File: config.mk
export PLATFORM = sky130hd
export DESIGN_NAME = cla_multicycle_adder
export DESIGN_NICKNAME = d
export VERILOG_FILES = /design/src/rtl/cla_pkg.sv /design/src/rtl/carry_look_ahead_4bit.sv /design/src/rtl/cla_multicycle_adder.sv
export SDC_FILE = /design/constraint.sdc
export NUM_CORES = 1
export LEC_CHECK = 0
export BUFFER_PORTS_ARGS = -buffer_cell sky130_fd_sc_hd__buf_2
export CAP_MARGIN = 5
export CORE_MARGIN = 4
export CORE_UTILIZATION = 50
export DETAILED_ROUTE_END_ITERATION = 7
export PLACE_DENSITY = 0.75
export SLEW_MARGIN = 15
export SYNTH_ARGS = -nofsm -noshare
export SYNTH_HDL_FRONTEND = slang
export SYNTH_SLANG_ARGS = --single-unit
export TNS_END_PERCENT = 10
File: constraint.sdc
create_clock -name clk -period 3.44 [get_ports clk]
set_clock_uncertainty 0.15 [all_clocks]
set_input_delay 0.344 -clock clk [delete_from_list [all_inputs] [get_ports clk]]
set_output_delay 0.344 -clock clk [all_outputs]
set_load 0.02 [all_outputs]
File: src/rtl/cla_pkg.sv
// rtl/cla_pkg.sv - shared FSM state type and slice width for the multicycle CLA adder
package cla_pkg;

    localparam int SLICE_W = 4;

    typedef enum logic [1:0] {
        IDLE = 2'd0,
        CALC = 2'd1,
        DONE = 2'd2
    } state_t;

endpackage

File: src/rtl/carry_look_ahead_4bit.sv
// rtl/carry_look_ahead_4bit.sv - 4-bit carry look-ahead adder slice
module carry_look_ahead_4bit (
    input  logic [3:0] a,
    input  logic [3:0] b,
    input  logic       c_in,
    output logic [3:0] sum,
    output logic       c_out
);

    logic [3:0] g;
    logic [3:0] p;
    logic [4:0] c;

    assign g = a & b;
    assign p = a ^ b;

    // Every carry is a flat sum of products of c_in, g and p; no ripple chain.
    assign c[0] = c_in;
    assign c[1] = g[0] | (p[0] & c_in);
    assign c[2] = g[1] | (p[1] & g[0]) | (p[1] & p[0] & c_in);
    assign c[3] = g[2] | (p[2] & g[1]) | (p[2] & p[1] & g[0]) | (p[2] & p[1] & p[0] & c_in);
    assign c[4] = g[3] | (p[3] & g[2]) | (p[3] & p[2] & g[1]) | (p[3] & p[2] & p[1] & g[0])
                | (p[3] & p[2] & p[1] & p[0] & c_in);

    assign sum   = p ^ c[3:0];
    assign c_out = c[4];

endmodule

File: src/rtl/cla_multicycle_adder.sv
// rtl/cla_multicycle_adder.sv - WIDTH-bit adder evaluated one 4-bit CLA slice per cycle
module cla_multicycle_adder
    import cla_pkg::*;
#(
    parameter int WIDTH = 16
) (
    input  logic             clk,
    input  logic             rst_n,
    input  logic             in_valid,
    output logic             in_ready,
    input  logic [WIDTH-1:0] a,
    input  logic [WIDTH-1:0] b,
    input  logic             c_in,
    output logic             out_valid,
    input  logic             out_ready,
    output logic [WIDTH-1:0] sum,
    output logic             c_out,
    output logic             ovf
);

    localparam int NSLICE = WIDTH / SLICE_W;
    localparam int CNT_W  = $clog2(NSLICE);
    localparam logic [CNT_W-1:0] LAST = CNT_W'(NSLICE - 1);

    state_t             state;
    logic [CNT_W-1:0]   cnt;
    logic               carry;
    logic [WIDTH-1:0]   a_q;
    logic [WIDTH-1:0]   b_q;

    logic [SLICE_W-1:0] slice_a;
    logic [SLICE_W-1:0] slice_b;
    logic [SLICE_W-1:0] slice_sum;
    logic               slice_c;
    logic [WIDTH-1:0]   sum_next;

    // Constant-index mux keeps the slice select and write-back free of variable part-selects.
    always_comb begin
        slice_a  = '0;
        slice_b  = '0;
        sum_next = sum;
        for (int k = 0; k < NSLICE; k++) begin
            if (cnt == CNT_W'(k)) begin
                slice_a = a_q[k*SLICE_W +: SLICE_W];
                slice_b = b_q[k*SLICE_W +: SLICE_W];
                sum_next[k*SLICE_W +: SLICE_W] = slice_sum;
            end
        end
    end

    carry_look_ahead_4bit u_cla (
        .a     (slice_a),
        .b     (slice_b),
        .c_in  (carry),
        .sum   (slice_sum),
        .c_out (slice_c)
    );

    always_ff @(posedge clk or negedge rst_n) begin
        if (!rst_n) begin
            state     <= IDLE;
            in_ready  <= 1'b1;
            out_valid <= 1'b0;
            sum       <= '0;
            c_out     <= 1'b0;
            ovf       <= 1'b0;
            cnt       <= '0;
            carry     <= 1'b0;
            a_q       <= '0;
            b_q       <= '0;
        end else begin
            case (state)
                IDLE: begin
                    if (in_valid) begin
                        a_q      <= a;
                        b_q      <= b;
                        carry    <= c_in;
                        cnt      <= '0;
                        in_ready <= 1'b0;
                        state    <= CALC;
                    end
                end
                CALC: begin
                    sum   <= sum_next;
                    carry <= slice_c;
                    if (cnt == LAST) begin
                        c_out     <= slice_c;
                        // The top slice's sum MSB is the final sum MSB.
                        ovf       <= (a_q[WIDTH-1] == b_q[WIDTH-1]) &&
                                     (slice_sum[SLICE_W-1] != a_q[WIDTH-1]);
                        out_valid <= 1'b1;
                        state     <= DONE;
                    end else begin
                        cnt <= cnt + 1'b1;
                    end
                end
                DONE: begin
                    if (out_ready) begin
                        out_valid <= 1'b0;
                        in_ready  <= 1'b1;
                        state     <= IDLE;
                    end
                end
                default: begin
                    out_valid <= 1'b0;
                    in_ready  <= 1'b1;
                    state     <= IDLE;
                end
            endcase
        end
    end

endmodule

-- Word level (Yosys, flattened, before mapping)
Cells that the tools add are included.
- $add $sub $neg: 1
- $mul: 0
- div/mod/pow operators: 0
- magnitude comparators: 0
- eq/ne operators: 11
- shift operators: 0
- mux-type cells: 23
- bitwise operators: 31
- reduce and logical (&&, ||, !) cells: 14
- operators with widths (kind ; number):
    two-way mux 4 bit ; 8
    bitwise AND 1 bit ; 16
    AND reduction 2 bit ; 6
    AND reduction 3 bit ; 4
    two-way mux 2 bit ; 5
    bitwise OR 1 bit ; 10
    inequality test 2 bit (second input constant) ; 4
    XOR 4 bit ; 2
    == test 2 bit (second input constant) ; 3
    case mux 1 bit (3 select lines) ; 2
    case mux 2 bit (3 select lines) ; 1
    two-way mux 1 bit ; 5
    bitwise AND 4 bit ; 1
    == test 2 x 1 -> 1 bit (second input constant) ; 2
    zero test 2 bit ; 2
    case mux 2 bit (2 select lines) ; 1
    adder 2 x 1 -> 2 bit (second input constant) ; 1
    inverter 1 bit ; 2
    case mux 1 bit (2 select lines) ; 1
    nonzero test 2 bit ; 1
    == test 1 bit ; 1
    logical AND 1 bit ; 1
    inequality test 1 bit ; 1
- register bits after elaboration: 57
- bits in latches: 0
- RAM bits: 0
- memory bits (read-only): 0
- output and inout bits: 20
- word-level logic and storage cells: 93
- memories kept: 0

-- Longest topological paths before layout
- word-level depth: 13
- depth in mapped cells: 12

-- Cells and area by module
Synthesis repeated with hierarchy kept, for this count alone.
- cell total of the unflattened synthesis: 208
- area total of the unflattened synthesis: 2917.8 um^2
- modules (own cells, without submodules) (module ; times used ; cells an instance ; area each (um^2) ; seq. area each (um^2)):
    cla_multicycle_adder ; 1 ; 191 ; 2770.2 ; 1427.6
    carry_look_ahead_4bit ; 1 ; 17 ; 147.6 ; 0.0

-- Worst setup path after synthesis
OpenSTA, ideal clock, no wires.
- kind: register -> register
- start: reg cnt[1]
- end: reg ovf
- library setup time: 0.087 ns
- arrival: 2.612 ns
- required time: 3.203 ns
- path slack: 0.591 ns
- stages on the path, launching flop included: 13
- clock period less this slack: 2.849 ns
- cell sequence: dfrtp_1 > inv_1 > ha_1 > clkbuf_1 > nand2_1 > a21oi_1 > a21oi_1 > o21ai_0 > ha_1 > a21o_1 > and4_4 > or3_4 > o211ai_1
- longest elaborated chain between the ends: 13
- elaborated cells on any way between the ends: 26
- ends and longest elaborated chain (item ; line ; text):
    from (decl) ; cla_multicycle_adder.sv:26 ; logic [CNT_W-1:0] cnt;
    from (signal assigned) ; cla_multicycle_adder.sv:94 ; cnt <= cnt + 1'b1;
    zero test 2 bit ; cla_multicycle_adder.sv:43 ; if (cnt == CNT_W'(k)) begin
    two-way mux 4 bit (4 in a row) ; cla_multicycle_adder.sv:43 ;
    XOR 4 bit / bitwise AND 4 bit (equally long branches) ; carry_look_ahead_4bit.sv:15, carry_look_ahead_4bit.sv:14 ;
    bitwise AND 1 bit ; carry_look_ahead_4bit.sv:21 ; assign c[3] = g[2] | (p[2] & g[1]) | (p[2] & p[1] & g[0]) | (p[2] & p[1] & p[0] & c_in);
    bitwise OR 1 bit / bitwise AND 1 bit (equally long branches) (2 in a row) ; carry_look_ahead_4bit.sv:21 ;
    bitwise OR 1 bit ; carry_look_ahead_4bit.sv:21 ;
    XOR 4 bit ; carry_look_ahead_4bit.sv:25 ; assign sum = p ^ c[3:0];
    inequality test 1 bit ; cla_multicycle_adder.sv:90 ; (slice_sum[SLICE_W-1] != a_q[WIDTH-1]);
    logical AND 1 bit ; cla_multicycle_adder.sv:89 ; ovf <= (a_q[WIDTH-1] == b_q[WIDTH-1]) &&
    to (signal assigned) ; cla_multicycle_adder.sv:89 ;
    to (decl) ; cla_multicycle_adder.sv:18 ; output logic ovf
Several ways; a longest one is shown, not always the timed one.
A chain may end at the register's enable or synchronous reset.

-- Worst setup path in the final report
Same ends and word-level chain as after synthesis.

==> impl_metrics.json <==
{
  "outcome": "finished, final reports clean",
  "cts_buffers": 9,
  "htree_levels": 3,
  "post-route-period-util_pct": 88.9,
  "r2r_start": "cnt[1]",
  "antenna_found_initial": 0,
  "cts_root_buffer": "clkbuf_8",
  "ff_latch_area_sq_um": 1430,
  "synth.top_cell.area_share_pct": 52.6,
  "grt_overflow": 0,
  "wl_per_cell_um": 15.2,
  "row_count": 26,
  "maxCapViolations": 0,
  "max_freq_mhz": 327,
  "synth_cell_types": 36,
  "drv_slew": 0,
  "drc": 0,
  "synth.mux.area_fraction_pct": 16.0,
  "grt_pass1_vias": 1941,
  "cp.depth": 10,
  "netlist_area_sq_um": 2670,
  "yosys-top-cells-count": "dfrtp_1 (56), mux2_2 (36), nand2_1 (32)",
  "chipHeight_um": 81.0,
  "synth_cells": 225,
  "seq_area_frac_synth_pct": 53.6,
  "grt_max_degree": 35,
  "gp_congestion": 0.795,
  "synth-xor-area-share_pct": 0.657,
  "synth_ff_type": "dfrtp_1",
  "relSlewSlack_pct": 53.4,
  "dp_hpwl_um": 4080,
  "cp_top_family": "simple AND/OR/NAND/NOR gates",
  "first_pass_iters": 4,
  "synth_simple_gate_area_share_pct": 10.7,
  "reg2reg_setup_slack_ps": 380,
  "io_buffers": 56,
  "crit_buf_inv": 1,
  "critPathKind": "flop to flop",
  "power.density_nw_per_um2": 1180,
  "finish.utilization_pct": 63.0,
  "setup_viol": 0,
  "yosysMostFrequentCell": "dfrtp_1",
  "synth_seq_cells": 57,
  "crit_path_end": "ovf",
  "antenna_cells": 0,
  "p_leak_nw": 1.50,
  "vias": 1903,
  "async_flop_share_pct": 100,
  "finalCriticalPeriod_ps": 3060,
  "fp.dieW_um": 81.0,
  "drt_wl_total_um": 5490,
  "hold-worst-slack_ps": 84.4,
  "ir_drop_v": 0.000852,
  "crit_start": "cnt[1]",
  "worstReg2RegEnd": "ovf",
  "area_growth_pct": 21.5,
  "cp_max_fo": 12,
  "cts_resized": 0,
  "synth_fa_ha_area_share_pct": 4.51,
  "reg2reg_depth": 10,
  "rsz0062_at_grt": "no",
  "syn_area_per_cell_sq_um": 11.8,
  "synth_area_leaders": "dfrtp_1 (53%), mux2_2 (15%), nand2_1 (4.5%), ha_1 (3.8%), o21ai_0 (3.0%)",
  "path_cells": "inv_1, ha_1, nor2b_1, a221oi_1, o31ai_1, ha_1, a21oi_1, nor2b_1, or3_4, o211ai_1",
  "vias_per_cell": 5.27,
  "cts.path.max_buffers": 2,
  "clk_latency_ps": 340,
  "critPathCaptureType": "flop",
  "yosys.area.top_type": "dfrtp_1",
  "drive_above_1_share_pct": 39.5,
  "die_area_sq_um": 6560,
  "cpMaxStageDelayCell": "dfrtp_1",
  "syn_nets": 271,
  "finalSetupTns_ps": 0,
  "start_util_pct": 51.9,
  "postRouteAntennaNets": 0,
  "yosys_warnings": 0,
  "synth_edf_count": 0,
  "final_hold_viol_count": 0,
  "grtUsageTotal_pct": 19.1,
  "cp.arrival_ps": 3170,
  "multi_input_area_sq_um": 1160,
  "drt_iter0_drc": 89,
  "critPathLaunchType": "flop",
  "crit_required_ps": 3550,
  "num_io_pins": 57,
  "grt_pass1_wl_um": 9120,
  "clk_pin_slew_ps": 60,
  "core_sq_um": 5140,
  "cts_tree": "done",
  "worst-slew-pin-transition_ps": 699,
  "clock-sinks": 57,
  "synth_compound_area_share_pct": 11.6,
  "hold_class": "primary input to flop",
  "max_stage_delay_ps": 410,
  "synth_top_family_by_area": "multiplexers",
  "nFillCells": 444,
  "fin_nets": 333
}
## logic make-up after synthesis
| group | Yosys count |
|---|---|
| AOI/OAI and AO/OA | 49 |
| xor gates and xnor gates | 2 |
| and+or+nand+nor | 56 |
| adders and majority gates | 9 |
| DFF | 57 |
| muxes | 38 |
| buffers and inverters | 14 |
## worst min path at each step
stage	slack [ps]	cells past startpoint	endpoint	start
after CTS	70	2	a_q[15]	a[15]
after floorplan	-100	0	a_q[0]	rst_n
after global placement	240	1	state[0]	rst_n
final	80	2	a_q[15]	a[15]
after global routing	60	2	b_q[9]	b[9]
after detailed placement	250	1	state[0]	rst_n
## state kept, by name (all words and copies together), names as in the netlist, 2 cells and up
register / count
sum: 16
cnt: 2
a_q: 16
b_q: 16
state: 2
## layer usage
metal	up-vias	GRT usage (%)	share of wire [%]
met2	62	30.1	48
met3	8	8.43	8.2
met4	0	7.60	1.3
met5	-	0	0
li1	924	-	-
met1	909	22.8	42
## cells in the final DEF, fill, tap and decap left out, types with 2 or more instances in the layout
| cell | count |
|---|---|
| a221oi_1 | 6 |
| ha_1 | 8 |
| buf_2 | 56 |
| o31ai_1 | 7 |
| buf_4 | 4 |
| nand3b_1 | 3 |
| nor2b_1 | 8 |
| dfrtp_1 | 56 |
| a21oi_1 | 9 |
| clkbuf_8 | 12 |
| a22o_1 | 2 |
| nor2_1 | 6 |
| bufinv_16 | 2 |
| o21ai_0 | 16 |
| a211oi_1 | 2 |
| o21ai_1 | 3 |
| mux2_2 | 36 |
| nand2_1 | 32 |
| inv_1 | 4 |
## cell type report
class                      instances  share of cell area (%)
inverter                           4                   0.464
clock buffer                      13                    5.22
timing repair buffer              61                    9.90
sequential                        57                    44.1
clock inverter                     2                    1.86
tap                               70                    2.71
multi-input combinational        154                    35.8
## repair_timing
action                                 in CTS  in global routing
endpoints found under the hold margin      26                  0
buffers inserted                            0                  0
hold buffers                                1                  0
## report_power, final
part / internal [mW] / switching [mW]
logic: 0.835 / 1.02
registers: 1.02 / 0.231
clock network: 0.463 / 0.251
total: 2.32 / 1.50
## per-stage QoR
step	power, mW	worst slack [ps]	cells	instance area (sq um)
after global routing	4.13	169	361	3240
final	3.82	380	361	3240
after floorplan	2.62	591	225	2670
after detailed placement	3.14	413	345	3000
after global placement	3.06	499	345	3000
after CTS	3.87	387	361	3240
No activity file was read; power rests on OpenSTA's default activity.
